## src/rtl/fp_addsub_norm_pipe.sv

```systemverilog
`default_nettype none
// ============================================================================
// Module      : fp_addsub_norm_pipe
// Description : Three-stage FP adder back end: signed add of aligned
//               magnitudes, normalise, round-to-nearest-even, pack with flags.
// Revision    : 1.0 - initial release
// ============================================================================
module fp_addsub_norm_pipe #(
    parameter int EXP_W = 8,
    parameter int MAN_W = 23
) (
    input  logic             clk,
    input  logic             reset,
    input  logic             in_valid,
    output logic             in_ready,
    input  logic             sign_a,
    input  logic             sign_b,
    input  logic [MAN_W+3:0] mag_a,
    input  logic [MAN_W+3:0] mag_b,
    input  logic [EXP_W-1:0] exp_pre,
    output logic             out_valid,
    input  logic             out_ready,
    output logic             res_sign,
    output logic [EXP_W-1:0] res_exp,
    output logic [MAN_W-1:0] res_frac,
    output logic             res_zero,
    output logic             overflow,
    output logic             underflow
);

    localparam int W    = MAN_W + 4;
    localparam int LZ_W = $clog2(W + 1);
    localparam int EW   = EXP_W + 2;

    localparam logic signed [EW-1:0] c_e_one   = {{(EW-1){1'b0}}, 1'b1};
    localparam logic signed [EW-1:0] c_exp_inf = {2'b00, {EXP_W{1'b1}}};
    localparam logic [LZ_W-1:0]      c_lz_one  = {{(LZ_W-1){1'b0}}, 1'b1};

    logic w_en;

    // Stage 1 registers
    logic                 r_s1_valid;
    logic                 r_s1_sign;
    logic [W:0]           r_s1_sum;
    logic [EXP_W-1:0]     r_s1_exp;

    // Stage 2 registers
    logic                 r_s2_valid;
    logic                 r_s2_sign;
    logic [W-1:0]         r_s2_m;
    logic signed [EW-1:0] r_s2_e;

    // Stage 1 combinational
    logic [W:0]           w_a_ext;
    logic [W:0]           w_b_ext;
    logic [W:0]           w_sum;
    logic                 w_sign1;

    // Stage 2 combinational
    logic [LZ_W-1:0]      w_lz;
    logic [W-1:0]         w_norm;
    logic signed [EW-1:0] w_e_norm;

    // Stage 3 combinational
    logic                 w_is_zero;
    logic                 w_inc;
    logic [MAN_W:0]       w_frac_rnd;
    logic                 w_carry;
    logic signed [EW-1:0] w_e_rnd;

    // Whole pipe moves together; it only stalls when a finished result is held.
    assign w_en     = ~out_valid | out_ready;
    assign in_ready = w_en;

    function automatic logic [LZ_W-1:0] f_lzc(input logic [W-1:0] v);
        logic [LZ_W-1:0] n;
        logic            found;
        n     = '0;
        found = 1'b0;
        for (int i = W - 1; i >= 0; i--) begin
            if (!found) begin
                if (v[i]) begin
                    found = 1'b1;
                end else begin
                    n = n + c_lz_one;
                end
            end
        end
        return n;
    endfunction

    always_comb begin
        w_a_ext = {1'b0, mag_a};
        w_b_ext = {1'b0, mag_b};
        w_sum   = '0;
        w_sign1 = sign_a;
        if (sign_a == sign_b) begin
            w_sum = w_a_ext + w_b_ext;
        end else if (mag_a >= mag_b) begin
            w_sum = w_a_ext - w_b_ext;
        end else begin
            w_sum   = w_b_ext - w_a_ext;
            w_sign1 = sign_b;
        end
        // An exact cancellation is +0 under round-to-nearest-even.
        if (w_sum == '0) begin
            w_sign1 = 1'b0;
        end
    end

    always_comb begin
        w_lz = f_lzc(r_s1_sum[W-1:0]);
        if (r_s1_sum[W]) begin
            w_norm   = {r_s1_sum[W:2], r_s1_sum[1] | r_s1_sum[0]};
            w_e_norm = $signed({2'b00, r_s1_exp}) + c_e_one;
        end else begin
            // A zero sum shifts out entirely, leaving the hidden bit clear.
            w_norm   = r_s1_sum[W-1:0] << w_lz;
            w_e_norm = $signed({2'b00, r_s1_exp})
                     - $signed({{(EW-LZ_W){1'b0}}, w_lz});
        end
    end

    always_comb begin
        w_is_zero  = ~r_s2_m[W-1];
        w_inc      = r_s2_m[2] & (r_s2_m[1] | r_s2_m[0] | r_s2_m[3]);
        w_frac_rnd = {1'b0, r_s2_m[W-2:3]} + {{MAN_W{1'b0}}, w_inc};
        // Fraction carry means 1.111..1 rounded up to 10.000..0.
        w_carry    = w_frac_rnd[MAN_W];
        w_e_rnd    = w_carry ? (r_s2_e + c_e_one) : r_s2_e;
    end

    always_ff @(posedge clk or posedge reset) begin
        if (reset) begin
            r_s1_valid <= 1'b0;
            r_s1_sign  <= 1'b0;
            r_s1_sum   <= '0;
            r_s1_exp   <= '0;
        end else if (w_en) begin
            r_s1_valid <= in_valid;
            r_s1_sign  <= w_sign1;
            r_s1_sum   <= w_sum;
            r_s1_exp   <= exp_pre;
        end
    end

    always_ff @(posedge clk or posedge reset) begin
        if (reset) begin
            r_s2_valid <= 1'b0;
            r_s2_sign  <= 1'b0;
            r_s2_m     <= '0;
            r_s2_e     <= '0;
        end else if (w_en) begin
            r_s2_valid <= r_s1_valid;
            r_s2_sign  <= r_s1_sign;
            r_s2_m     <= w_norm;
            r_s2_e     <= w_e_norm;
        end
    end

    always_ff @(posedge clk or posedge reset) begin
        if (reset) begin
            out_valid <= 1'b0;
            res_sign  <= 1'b0;
            res_exp   <= '0;
            res_frac  <= '0;
            res_zero  <= 1'b0;
            overflow  <= 1'b0;
            underflow <= 1'b0;
        end else if (w_en) begin
            out_valid <= r_s2_valid;
            res_sign  <= 1'b0;
            res_exp   <= '0;
            res_frac  <= '0;
            res_zero  <= 1'b0;
            overflow  <= 1'b0;
            underflow <= 1'b0;
            if (r_s2_valid) begin
                if (w_is_zero) begin
                    res_zero <= 1'b1;
                end else if (w_e_rnd < c_e_one) begin
                    underflow <= 1'b1;
                    res_sign  <= r_s2_sign;
                end else if (w_e_rnd >= c_exp_inf) begin
                    overflow <= 1'b1;
                    res_sign <= r_s2_sign;
                    res_exp  <= '1;
                end else begin
                    res_sign <= r_s2_sign;
                    res_exp  <= w_e_rnd[EXP_W-1:0];
                    res_frac <= w_frac_rnd[MAN_W-1:0];
                end
            end
        end
    end

endmodule
`default_nettype wire

```

## config.mk

```make
export PLATFORM = sky130hd
export DESIGN_NAME = fp_addsub_norm_pipe
export DESIGN_NICKNAME = d
export VERILOG_FILES = /design/src/rtl/fp_addsub_norm_pipe.sv
export SDC_FILE = /design/constraint.sdc
export NUM_CORES = 1
export LEC_CHECK = 0
export CAP_MARGIN = 15
export CORE_ASPECT_RATIO = 1.25
export CORE_MARGIN = 5
export CORE_UTILIZATION = 30
export DETAILED_ROUTE_END_ITERATION = 10
export SKIP_LAST_GASP = 1
export SLEW_MARGIN = 20
export SYNTH_ARGS = -nofsm -noshare
export SYNTH_HDL_FRONTEND = slang
export SYNTH_SLANG_ARGS = --single-unit
```

## constraint.sdc

```tcl
create_clock -name clk -period 17 [get_ports clk]
set_input_delay 2.55 -clock clk [delete_from_list [all_inputs] [get_ports clk]]
set_output_delay 2.55 -clock clk [all_outputs]
set_load 0.01 [all_outputs]
```

* Word level (Yosys, flattened, before mapping) *
Index checks and enable logic that the tools add are counted.

storage, ports and cells
  bits in registers = 113
  input bits = 68
  output and inout port bits = 37
  word-level logic and storage cells = 191

operators by class
  add/sub/neg operators = 33
  magnitude comparators = 3
  equal/unequal tests = 1
  shifts and indexed selects = 1
  muxes and demuxes = 131
  bitwise operators = 6
  reduce and logical (&&, ||, !) cells = 1

operators with widths
  operator                                                                       count
  5-bit 2-to-1 mux                                                               52
  5-bit by 1-bit adder with 5-bit output, second input constant                  26
  23-bit 2-to-1 mux                                                              4
  1-bit 2-to-1 mux                                                               66
  28-bit 2-to-1 mux                                                              2
  27-bit by 27-bit subtractor with 28-bit output                                 2
  8-bit 2-to-1 mux                                                               4
  27-bit by 27-bit adder with 28-bit output                                      1
  28-bit zero test                                                               1
  27-bit >= comparator                                                           1
  27-bit 2-to-1 mux                                                              1
  27-bit by 5-bit left shift with 27-bit output                                  1
  23-bit by 1-bit adder with 24-bit output                                       1
  10-bit 2-to-1 mux                                                              2
  10-bit by 2-bit adder with 10-bit output, second input constant                1
  10-bit by 9-bit >= comparator with 1-bit output, second input constant         1
  10-bit by 2-bit less-than comparator with 1-bit output, second input constant  1
  8-bit by 1-bit adder with 9-bit output, second input constant                  1
  8-bit by 5-bit subtractor with 9-bit output                                    1
  1-bit bitwise OR                                                               4
  1-bit bitwise AND                                                              1
  1-bit == test                                                                  1
  1-bit NOT                                                                      1

* Logic depth before layout (Yosys ltp) *
Gate-level depths: netlist of run 1.

  depth after elaboration = 81
  gate-level depth with buffers = 94
  gate-level depth less buffers = 91

* Worst setup path after synthesis of run 1 *
No wires, ideal clock.

  path kind = register to register
  start = register r_s1_sum[24]
  end = register r_s2_e[7]
  library setup time = 0.083 ns
  arrival time = 16.049 ns
  data required time = 16.917 ns
  slack = 0.868 ns
  stages on the path, launching flop included = 92
  path buffers = 4
  clock period less this slack = 16.132 ns
  path through = dfrtp_1 > buf_6 > or4_4 > buf_6 > o21a_1 > ha_1 > inv_1 > o21ai_0 > nand2_1 > inv_1 > ha_1 > nand2_1 > o21ai_0 > ha_1 > nor2_1 > nor2_1 > ha_1 > mux2i_1 > (+56 left out) > mux2_2 > ha_1 > nor2b_1 > xnor2_1 > nor2_1 > xnor2_1 > nor2_1 > xnor2_2 > clkbuf_1 > buf_1 > ha_1 > a21o_1 > a21oi_1 > o21ai_0 > nor3_1 > a31oi_1 > xor2_1 > o21ai_0

between the ends
  longest elaborated chain between the ends = 76
  elaborated cells on any way between the ends = 101
  classes of those cells = 25 x add/sub; 76 x mux

RTL lines
  item                                             line  text
  start: declaration                               44    logic [W:0] r_s1_sum;
  start signal: assignment                         142   r_s1_sum <= w_sum;
  5-bit 2-to-1 mux                                 82    if (v[i]) begin
  5-bit 2-to-1 mux                                 81    if (!found) begin
  5-bit by 1-bit adder with 5-bit output           85    n = n + c_lz_one;
  5-bit 2-to-1 mux                                 82
  5-bit 2-to-1 mux                                 81
  5-bit by 1-bit adder with 5-bit output           85
  5-bit 2-to-1 mux                                 82
  5-bit 2-to-1 mux                                 81
  (+60 left out)                                   n/a
  5-bit by 1-bit adder with 5-bit output           85
  5-bit 2-to-1 mux                                 82
  5-bit 2-to-1 mux                                 81
  5-bit by 1-bit adder with 5-bit output           85
  5-bit 2-to-1 mux                                 82
  5-bit 2-to-1 mux (*)                             81
  8-bit by 5-bit subtractor with 9-bit output (*)  120   - $signed({{(EW-LZ_W){1'b0}}, w_lz});
  10-bit 2-to-1 mux (*)                            113   if (r_s1_sum[W]) begin
  end signal: assignment                           157   r_s2_e <= w_e_norm;
  end: declaration                                 51    logic signed [EW-1:0] r_s2_e;

Mark *: on every way between the ends. The rest lies on a longest branch, timed or not.
A chain may end at the register's enable or synchronous reset.

* Worst setup path after layout of run 1 *
  start = register r_s1_sum[23]
  end = register r_s2_m[12]

between the ends
  longest elaborated chain between the ends = 73
  elaborated cells on any way between the ends = 97
  classes of those cells = 23 x add/sub; 1 x shift; 73 x mux

RTL lines
  item                                               line  text
  5-bit 2-to-1 mux                                   82
  5-bit 2-to-1 mux                                   81
  5-bit by 1-bit adder with 5-bit output             85
  5-bit 2-to-1 mux                                   82
  5-bit 2-to-1 mux                                   81
  5-bit by 1-bit adder with 5-bit output             85
  5-bit 2-to-1 mux                                   82
  5-bit 2-to-1 mux                                   81
  (+57 left out)                                     n/a
  5-bit by 1-bit adder with 5-bit output             85
  5-bit 2-to-1 mux                                   82
  5-bit 2-to-1 mux                                   81
  5-bit by 1-bit adder with 5-bit output             85
  5-bit 2-to-1 mux                                   82
  5-bit 2-to-1 mux                                   81
  27-bit by 5-bit left shift with 27-bit output (*)  118   w_norm = r_s1_sum[W-1:0] << w_lz;
  27-bit 2-to-1 mux (*)                              113
  end signal: assignment                             156   r_s2_m <= w_norm;
  end: declaration                                   50    logic [W-1:0] r_s2_m;

Marks and branches as above.

==> metrics.txt, run 1 <==
status complete, no violations; number of sinks driven by the clock tree 113; flip-flop cell with the highest count after synthesis sky130_fd_sc_hd__dfrtp_1; fraction of the yosys area taken by sequential cells 0.2035; Skew-Pair Late Insertion Delay 0.42 ns; setup-violating endpoint count in the final report 0; GRT Overall Usage 0.1736; worst path required time 17.36 ns; filler instances 4893; Final Hold Viols 0; antenna violations before repair 0; vias in the first global route 13.65k; Synth async-reset ratio 1.000; maximum ir drop on the vdd rail 0.08574 mV; wirelength, routed 45980 µm; horizontal extent of the die 202.5 µm; CP max stage cell sky130_fd_sc_hd__or4_4; Setup crit end kind register; GR Overflow Total 0; Largest delay share family, worst path adder cells; number of buffers created by CTS 17; data arrival at the endpoint of the critical path 16.54 ns; most common cell after layout, fill and taps aside sky130_fd_sc_hd__nand2_1; cell area power density 136.7 nW/µm²; detailed placement HPWL 35730 µm; most repeated library cell on the critical path sky130_fd_sc_hd__ha_1; post-layout minimum cycle time 16.18 ns; count of non-filler cells in the finished layout 2533; share of final-layout standard cells stronger than drive strength 1 0.07957; placed instance count 2479; Boundary Pins 105; Total Nets Final 2120; IO Port Bufs 104; final clock skew 0.006444 ns; clock slew at reported path FFs 0.06 ns; pin count of the biggest net entering global routing 78; synthesized area per cell 7.413 µm²; number of detailed-routing iterations run before antenna repair 8; crit path max fanout 7; Max-Cap Viols 0; Die H 250.6 µm; first-pass GRT wire length 73230 µm; netlist area before placement 13890 µm²; routed wirelength normalized by instance count 18.15 µm; vias 14.03k; fraction of post-synthesis cell area in the top cell type by area 0.2035; worst min-delay path class reg2reg; multi-input combinational cell area 10330 µm²; most frequent cells in the layout sky130_fd_sc_hd__nand2_1, sky130_fd_sc_hd__nor2_1, sky130_fd_sc_hd__o21ai_0, sky130_fd_sc_hd__a21oi_1, sky130_fd_sc_hd__inv_1; Final Total Pwr 2.247 mW; count of mapped cells out of synthesis 1874; cells taking the most area after synthesis sky130_fd_sc_hd__dfrtp_1, sky130_fd_sc_hd__ha_1, sky130_fd_sc_hd__nand2_1; Post-Synthesis Net Count 2059; Final period util 0.9516; Slew HR 0.3763; number of storage elements in the synthesis netlist 113; area of all sequential standard cells 2833 µm²; placer congestion estimate 0.9251; clock tree from TritonCTS yes; clock root cell sky130_fd_sc_hd__clkbuf_16; Core Footprint 46020 µm²; synthesis-to-finish area growth 18.34%; initial core utilization 0.3018; routed via count divided by cell count 5.537; Rows 88; number of flops mapped to enable cells by yosys 0; # DRC 0; crit path launch type register; number of buffers and inverters on the critical path 5; post-synth cell types 93; Slew @ Worst Pin 0.9270 ns; CP max stage delay 0.61 ns; cell taking the most area after synthesis sky130_fd_sc_hd__dfrtp_1; leakage power summed over all cells 7.230 nW; H-tree lvl count 4; number of nets still failing antenna checks after routing 0; CTS Buffer Depth 2; number of DRC violations after detailed-routing iteration 0 1260; category of the most critical setup path reg2reg; number of warnings printed during yosys synthesis 0; area enclosed by the die boundary 50740 µm²; maximum clock rate 0.06182 GHz; count of hold-fix buffers inserted at cts 0; Inserted Diodes 0; Pins Over Slew Limit 0
==> area by class of cell <==
type,instances,area share
clock buffers,18,0.02671
inverters,120,0.02801
clock inverters,14,0.01378
well taps,585,0.04452
multi-input cells,1533,0.6285
flip-flops and latches,113,0.1723
repair buffers,150,0.08616
==> layer usage <==
| layer | part of all wire | vias to the layer above | GRT usage |
|---|---|---|---|
| li1 | - | 6807 | - |
| met1 | 0.42 | 6690 | 0.2139 |
| met2 | 0.52 | 448 | 0.3188 |
| met3 | 0.037 | 80 | 0.01360 |
| met4 | 0.026 | 0 | 0.05764 |
| met5 | 0 | - | 0 |
==> synth_stat cells, types with 10 or more instances <==
cell type                   number
sky130_fd_sc_hd__o21a_1         18
sky130_fd_sc_hd__a21o_1         46
sky130_fd_sc_hd__nor2b_1        27
sky130_fd_sc_hd__ha_1          113
sky130_fd_sc_hd__nor2_1        157
sky130_fd_sc_hd__mux2_2         14
sky130_fd_sc_hd__a211oi_1       16
sky130_fd_sc_hd__o211ai_1       11
sky130_fd_sc_hd__clkbuf_1       91
sky130_fd_sc_hd__or3_1          16
sky130_fd_sc_hd__a21oi_1       133
sky130_fd_sc_hd__xnor2_1        64
sky130_fd_sc_hd__inv_1         116
sky130_fd_sc_hd__nand2b_1       18
sky130_fd_sc_hd__a31oi_1        18
sky130_fd_sc_hd__o22ai_1        12
sky130_fd_sc_hd__o21ai_0       141
sky130_fd_sc_hd__mux2i_1        54
sky130_fd_sc_hd__o31ai_1        10
sky130_fd_sc_hd__nand4_1        22
sky130_fd_sc_hd__and3_1         25
sky130_fd_sc_hd__o21bai_1       18
sky130_fd_sc_hd__o2111ai_1      18
sky130_fd_sc_hd__xor2_1         37
sky130_fd_sc_hd__nand3_1        52
sky130_fd_sc_hd__dfrtp_1       113
sky130_fd_sc_hd__nand2_1       264
sky130_fd_sc_hd__nor3_1         47
sky130_fd_sc_hd__nor4_1         16
==> registers in the layout (all words and copies together), names as in the netlist, 8 cells and up <==
| signal | cells |
|---|---|
| r_s1_sum | 28 |
| r_s1_exp | 8 |
| r_s2_m | 27 |
| r_s2_e | 10 |
| res_exp | 8 |
| res_frac | 23 |
==> final timing paths <==
path	startpoint	endpoint	slack (ns)	depth (start not counted)
setup / recovery	r_s1_sum[23]	r_s2_m[12]	0.82	86
hold / removal	r_s2_sign	r_s2_sign	0.47	2
setup reg to reg	r_s1_sum[23]	r_s2_m[12]	0.82	86
hold reg to reg	r_s2_sign	r_s2_sign	0.47	2
max in group asynchronous	reset	r_s1_sum[23]	13.19	3
min in group asynchronous	reset	res_frac[11]	2.69	2
==> tightest hold or removal path, delay by kind of cell (launching register included) <==
family	cells	cell delay (ns)
flip-flops	1	0.34
AND/OR/NAND/NOR	2	0.10
==> logic make-up (layout without fill, tap and decap cells) <==
| family | after synthesis | after routing | share of synthesized area |
|---|---|---|---|
| mux | 72 | 72 | 0.05431 |
| fa+ha+maj | 119 | 119 | 0.1090 |
| simple gates | 686 | 686 | 0.2317 |
| buf+inv | 228 | 302 | 0.06368 |
| flops | 113 | 113 | 0.2035 |
| xor+xnor | 116 | 116 | 0.08574 |
| compound gates | 540 | 540 | 0.2521 |
==> per-stage QoR <==
stage                      TNS, ns  utilization  hold slack (ns)  area (µm²)  worst slack, ns
after floorplan                  0            -           0.4386       13890           0.8685
after global placement           0       0.3360           0.4566       15460           0.3913
after detailed placement  -0.05546       0.3360           0.4652       15460         -0.02453
after CTS                        0       0.3509           0.4770       16150         0.005478
after global routing       -0.2975       0.3572           0.5051       16440         -0.06149
final                            0       0.3572           0.4696       16440           0.8230
==> power by group <==
part / leakage (nW) / internal [mW] / switching [mW] / total (mW)
clock: 0.323 / 0.267 / 0.139 / 0.405
sequential: 1.38 / 0.382 / 0.187 / 0.569
combinational: 5.52 / 0.549 / 0.723 / 1.27
total: 7.23 / 1.20 / 1.05 / 2.25
==> what timing repair did <==
item | CTS | global route
endpoints found under the setup margin | 17 | 36
gates resized for setup | 0 | 30
pin swaps | 1 | 13
setup buffers | 1 | 20
gates cloned | 0 | 1
No activity file was read; power rests on OpenSTA's default activity.
==> run 2: changes to the inputs <==
CAP_MARGIN = default   (was 15)
clock period = 18.7 ns   (was 17 ns; I/O delays follow)
==> metrics.txt, run 2 (synthesis gave the netlist of run 1 again) <==
Core Footprint 46020 µm² (unchanged); Setup crit end kind register (unchanged); Inserted Diodes 0 (unchanged); antenna violations before repair 0 (unchanged); leakage power summed over all cells 7.076 nW (was 7.230 nW); cell area power density 120.8 nW/µm² (was 136.7 nW/µm²); data arrival at the endpoint of the critical path 17.58 ns (was 16.54 ns); Total Nets Final 2097 (was 2120); first-pass GRT wire length 72370 µm (was 73230 µm); Slew HR 0.3111 (was 0.3763); CP max stage cell sky130_fd_sc_hd__o21ai_0 (was sky130_fd_sc_hd__or4_4); number of buffers created by CTS 17 (unchanged); most common cell after layout, fill and taps aside sky130_fd_sc_hd__nand2_1 (unchanged); number of detailed-routing iterations run before antenna repair 6 (was 8); largest registers r_s1_sum: 28 flops, r_s2_m: 27 flops, res_frac: 23 flops (unchanged); worst setup path end r_s2_m[15] (was r_s2_m[12]); number of nets still failing antenna checks after routing 0 (unchanged); Worst R2R End r_s2_m[15] (was r_s2_m[12]); count of hold-fix buffers inserted at cts 0 (unchanged); vias in the first global route 13.64k (was 13.65k); Slew @ Worst Pin 1.024 ns (was 0.9270 ns); Clk network pwr share 0.168 (was 0.180); placed standard-cell area 15430 µm² (was 15460 µm²); Pins Over Slew Limit 0 (unchanged); wirelength, routed 45050 µm (was 45980 µm); most repeated library cell on the critical path sky130_fd_sc_hd__ha_1 (unchanged); Stages on worst setup path 88 (was 86); cell internal pwr 1.013 mW (was 1.197 mW); Final TNS setup 0 ns (unchanged); H-tree lvl count 4 (unchanged); maximum clock rate 0.05807 GHz (was 0.06182 GHz); final clock skew 0.01286 ns (was 0.006444 ns); most frequent cells in the layout sky130_fd_sc_hd__nand2_1, sky130_fd_sc_hd__nor2_1, sky130_fd_sc_hd__o21ai_0, sky130_fd_sc_hd__a21oi_1, sky130_fd_sc_hd__inv_1 (unchanged); share of final-layout standard cells stronger than drive strength 1 0.05870 (was 0.07957); maximum ir drop on the vdd rail 0.05518 mV (was 0.08574 mV); Rows 88 (unchanged); Die H 250.6 µm (unchanged); minimum setup slack among reg-to-reg paths 1.48 ns (was 0.82 ns); post-route cell area 16070 µm² (was 16440 µm²); Max-Cap Viols 0 (unchanged); CTS Buffer Depth 2 (unchanged); combinational power share 0.565 (was 0.566); worst min-delay path class reg2reg (unchanged); placer congestion estimate 0.9436 (was 0.9251); GRT Overall Usage 0.1710 (was 0.1736); IO Port Bufs 104 (unchanged); initial core utilization 0.3018 (unchanged); crit path launch type register (unchanged); CP max stage delay 0.56 ns (was 0.61 ns); GR Overflow Total 0 (unchanged); post-layout minimum cycle time 17.22 ns (was 16.18 ns); horizontal extent of the die 202.5 µm (unchanged); number of sinks driven by the clock tree 113 (unchanged); routed via count divided by cell count 5.569 (was 5.537); Largest delay share family, worst path adder cells (unchanged); filler instances 4882 (was 4893); power share of the sequential group 0.266 (was 0.253); Skew-Pair Late Insertion Delay 0.42 ns (about the same); category of the most critical setup path reg2reg (unchanged); clock slew at reported path FFs 0.06 ns (about the same); crit path max fanout 26 (was 7); worst path required time 19.06 ns (was 17.36 ns); Sw Share 0.4781 (was 0.4672); Biggest register r_s1_sum (unchanged); number of DRC violations after detailed-routing iteration 0 1132 (was 1260); setup-violating endpoint count in the final report 0 (unchanged); routed wirelength normalized by instance count 17.95 µm (was 18.15 µm); # DRC 0 (unchanged); number of flip-flops in the largest register 28 (unchanged); Boundary Pins 105 (unchanged); Final period util 0.9209 (was 0.9516); Final Total Pwr 1.942 mW (was 2.247 mW); total net switching power 0.9282 mW (was 1.050 mW); worst setup path start r_s1_sum[25] (was r_s1_sum[23]); status complete, no violations (unchanged); area enclosed by the die boundary 50740 µm² (unchanged); vias 13.98k (was 14.03k); number of buffers and inverters on the critical path 8 (was 5); clock root cell sky130_fd_sc_hd__clkbuf_16 (unchanged); Final Hold Viols 0 (unchanged); synthesis-to-finish area growth 15.66% (was 18.34%); clock tree from TritonCTS yes (unchanged); pin count of the biggest net entering global routing 76 (was 78); worst reg-to-reg path cell count 88 (was 86); launch point of the worst hold path r_s2_sign (unchanged); detailed placement HPWL 35240 µm (was 35730 µm); worst reg2reg startpoint r_s1_sum[25] (was r_s1_sum[23])
[run 2: cell types whose count changed in the layout (fill, tap and decap cells not counted), moves of 2 or more]
cell / before / now
sky130_fd_sc_hd__ha_4: 3 / 0
sky130_fd_sc_hd__clkinvlp_4: 3 / 5
sky130_fd_sc_hd__buf_4: 44 / 23
sky130_fd_sc_hd__o21ai_2: 2 / 0
sky130_fd_sc_hd__bufinv_16: 5 / 2
sky130_fd_sc_hd__dfrtp_2: 4 / 0
sky130_fd_sc_hd__o21ai_1: 5 / 1
sky130_fd_sc_hd__ha_1: 110 / 113
sky130_fd_sc_hd__nor2_2: 4 / 2
sky130_fd_sc_hd__a21oi_1: 130 / 133
sky130_fd_sc_hd__nor2_1: 154 / 156
sky130_fd_sc_hd__dfrtp_1: 109 / 113
sky130_fd_sc_hd__a21oi_2: 3 / 0
sky130_fd_sc_hd__o21ai_0: 134 / 140
[run 2: stage by stage]
step / hold WS [ns] / setup WS (ns) / instances / util
after global placement: 0.4555 / 1.826 / 2474 / 0.3352
after CTS: 0.4734 / 1.194 / 2506 / 0.3481
after global routing: 0.5097 / -0.002212 / 2510 / 0.3491
final: 0.4710 / 1.479 / 2510 / 0.3491
after floorplan: 0.4386 / 2.568 / 1874 / -
after detailed placement: 0.4610 / 1.259 / 2474 / 0.3352
[run 2: repair_timing]
item / CTS / global route
gates resized for setup: 0 / 4
buffers inserted: 0 / 4
endpoints found under the setup margin: 0 / 19
[run 2: worst min-delay path, stage by stage, from the launching register on]
cell and delay [ns]:
sky130_fd_sc_hd__dfrtp_1 0.34, sky130_fd_sc_hd__nand2_1 0.05, sky130_fd_sc_hd__nand2_1 0.05
[run 2: power groups by stage]
stage	registers, mW	logic [mW]	clock network [mW]
3_3_place_gp	0.516	1.06	0
4_1_cts	0.516	1.09	0.331
2_1_floorplan	0.440	0.794	0
5_1_grt	0.533	1.22	0.341
6_report	0.517	1.10	0.327
3_5_place_dp	0.520	1.08	0
[run 2: layer usage]
| layer | vias up | wire length [µm] | track usage | part of all wire |
|---|---|---|---|---|
| li1 | 6743 | - | - | - |
| met1 | 6728 | 19160 | 0.2104 | 0.43 |
| met2 | 423 | 23060 | 0.3166 | 0.51 |
| met3 | 83 | 1639 | 0.01593 | 0.036 |
| met4 | 0 | 1187 | 0.04813 | 0.026 |
| met5 | - | 0 | 0 | 0 |
[run 2: area by class of cell]
class | count | area [µm²] | area share
Timing Repair Buffer | 127 | 1214 | 0.07553
Clock buffer | 18 | 439.2 | 0.02733
Multi-Input combinational cell | 1533 | 10240 | 0.6375
Clock inverter | 14 | 155.1 | 0.009656
Tap cell | 585 | 732.0 | 0.04555
Inverter | 120 | 456.7 | 0.02842
Sequential cell | 113 | 2828 | 0.1760
[run 2: worst min-delay path by stage]
| stage | end | slack [ns] | cells after the start |
|---|---|---|---|
| floorplan | r_s1_valid | 0.44 | 2 |
| detailed placement | r_s2_sign | 0.46 | 2 |
| global placement | r_s1_valid | 0.46 | 2 |
| global route | r_s2_sign | 0.51 | 2 |
| finish | r_s2_sign | 0.47 | 2 |
| CTS | r_s2_sign | 0.47 | 2 |
==> run 3: changes to the inputs <==
clock period = 20.6 ns   (was 18.7 ns; I/O delays follow)
==> metrics.txt, run 3 (synthesis gave the netlist of run 1 again) <==
status complete, no violations (unchanged); Core Footprint 46020 µm² (unchanged); wirelength, routed 44630 µm (was 45050 µm); count of hold-fix buffers inserted at cts 0 (unchanged); clock root cell sky130_fd_sc_hd__clkbuf_16 (unchanged); worst min-delay path class reg2reg (unchanged); GRT Overall Usage 0.1699 (was 0.1710); CP max stage delay 0.91 ns (was 0.56 ns); number of buffers created by CTS 17 (unchanged); routed via count divided by cell count 5.514 (was 5.569); CTS Buffer Depth 2 (unchanged); crit path max fanout 26 (unchanged); detailed placement HPWL 34950 µm (was 35240 µm); Finished Core Util 0.3489 (was 0.3491); GR Overflow Total 0 (unchanged); number of DRC violations after detailed-routing iteration 0 1117 (was 1132); Setup crit end kind register (unchanged); most repeated library cell on the critical path sky130_fd_sc_hd__ha_1 (unchanged); area enclosed by the die boundary 50740 µm² (unchanged); maximum clock rate 0.05400 GHz (was 0.05807 GHz); Pins Over Slew Limit 0 (unchanged); pin count of the biggest net entering global routing 76 (unchanged); horizontal extent of the die 202.5 µm (unchanged); number of detailed-routing iterations run before antenna repair 6 (unchanged); clock tree from TritonCTS yes (unchanged); IO Port Bufs 104 (unchanged); count of buffers added by post-CTS timing repair for setup 0 (unchanged); Inserted Diodes 0 (unchanged); initial core utilization 0.3018 (unchanged); synthesis-to-finish area growth 15.58% (was 15.66%); Final TNS setup 0 ns (unchanged); H-tree lvl count 4 (unchanged); Slew HR 0.3639 (was 0.3111); Die H 250.6 µm (unchanged); area of all sequential standard cells 2828 µm² (unchanged); clock slew at reported path FFs 0.06 ns (about the same); number of sinks driven by the clock tree 113 (unchanged); Final Total Pwr 1.774 mW (was 1.942 mW); placer congestion estimate 0.9242 (was 0.9436); Biggest register r_s1_sum (unchanged); setup repair after global routing missed its margin false; number of nets still failing antenna checks after routing 0 (unchanged); Boundary Pins 105 (unchanged); post-cts gate resize count 0 (unchanged); most frequent cells in the layout sky130_fd_sc_hd__nand2_1, sky130_fd_sc_hd__nor2_1, sky130_fd_sc_hd__o21ai_0, sky130_fd_sc_hd__a21oi_1, sky130_fd_sc_hd__inv_1 (unchanged); largest registers r_s1_sum: 28 flops, r_s2_m: 27 flops, res_frac: 23 flops (unchanged); Max-Cap Viols 0 (unchanged); vias in the first global route 13.52k (was 13.64k); leakage power summed over all cells 7.064 nW (was 7.076 nW); maximum ir drop on the vdd rail 0.06904 mV (was 0.05518 mV); Worst Hold Margin 0.4717 ns (was 0.4710 ns); Total Nets Final 2091 (was 2097); final clock skew 0.01079 ns (was 0.01286 ns); CP max stage cell sky130_fd_sc_hd__clkinv_1 (was sky130_fd_sc_hd__o21ai_0); # DRC 0 (unchanged); routed wirelength normalized by instance count 17.82 µm (was 17.95 µm); filler instances 4874 (was 4882); data arrival at the endpoint of the critical path 18.79 ns (was 17.58 ns); Final Hold Viols 0 (unchanged); Final period util 0.8989 (was 0.9209); category of the most critical setup path reg2reg (unchanged); first-pass GRT wire length 71860 µm (was 72370 µm); Rows 88 (unchanged); crit path launch type register (unchanged); multi-input combinational cell area 10240 µm² (about the same); worst path required time 20.87 ns (was 19.06 ns); antenna violations before repair 0 (unchanged); minimum setup slack among reg-to-reg paths 2.08 ns (was 1.48 ns); Slew @ Worst Pin 0.9454 ns (was 1.024 ns); share of final-layout standard cells stronger than drive strength 1 0.05472 (was 0.05870); post-layout minimum cycle time 18.52 ns (was 17.22 ns); setup-violating endpoint count in the final report 0 (unchanged); cell area power density 110.5 nW/µm² (was 120.8 nW/µm²); number of flip-flops in the largest register 28 (unchanged); most common cell after layout, fill and taps aside sky130_fd_sc_hd__nand2_1 (unchanged); Skew-Pair Late Insertion Delay 0.43 ns (was 0.42 ns); vias 13.81k (was 13.98k)
==> run 3: worst paths after layout <==
path / cells after the start / from / to
hold reg to reg: 2 / res_exp[5] / res_exp[5]
min in group asynchronous: 2 / reset / res_frac[14]
max in group asynchronous: 3 / reset / r_s2_m[22]
setup / recovery: 88 / r_s1_sum[25] / r_s2_e[6]
setup reg to reg: 88 / r_s1_sum[25] / r_s2_e[6]
hold / removal: 2 / res_exp[5] / res_exp[5]
==> run 3: layout make-up <==
class | instances | area share
multi-input cells | 1533 | 0.6375
flip-flops and latches | 113 | 0.1761
well taps | 585 | 0.04559
clock buffers | 18 | 0.02735
inverters | 120 | 0.02821
repair buffers | 121 | 0.07278
clock inverters | 14 | 0.01247
==> run 3: where the power goes <==
| part | total [mW] | internal [mW] | switching, mW |
|---|---|---|---|
| clock network | 0.324 | 0.207 | 0.117 |
| logic | 0.984 | 0.416 | 0.568 |
| registers | 0.466 | 0.314 | 0.152 |
==> run 3: stage by stage <==
stage | setup WS, ns | cells | instance area, µm²
after detailed placement | 2.345 | 2472 | 15410
after global routing | 0.7161 | 2504 | 16060
after CTS | 2.249 | 2504 | 16050
final | 2.083 | 2504 | 16060
after floorplan | 4.468 | 1874 | 13890
after global placement | 3.015 | 2472 | 15410
==> run 3: critical path: cells and delay by family, from the launching register on <==
| family | cells | cell delay, ns |
|---|---|---|
| fa+ha+maj | 25 | 7.84 |
| mux | 11 | 1.81 |
| xor+xnor | 1 | 0.14 |
| compound gates | 23 | 4.28 |
| flops | 1 | 0.48 |
| buf+inv | 6 | 1.28 |
| simple gates | 22 | 2.49 |
==> run 3: routing by layer <==
layer	global-route usage	wire, µm	vias up
li1	-	-	6733
met1	0.2097	18980	6598
met2	0.3076	22730	396
met3	0.01813	1663	79
met4	0.05686	1263	0
met5	0	0	-
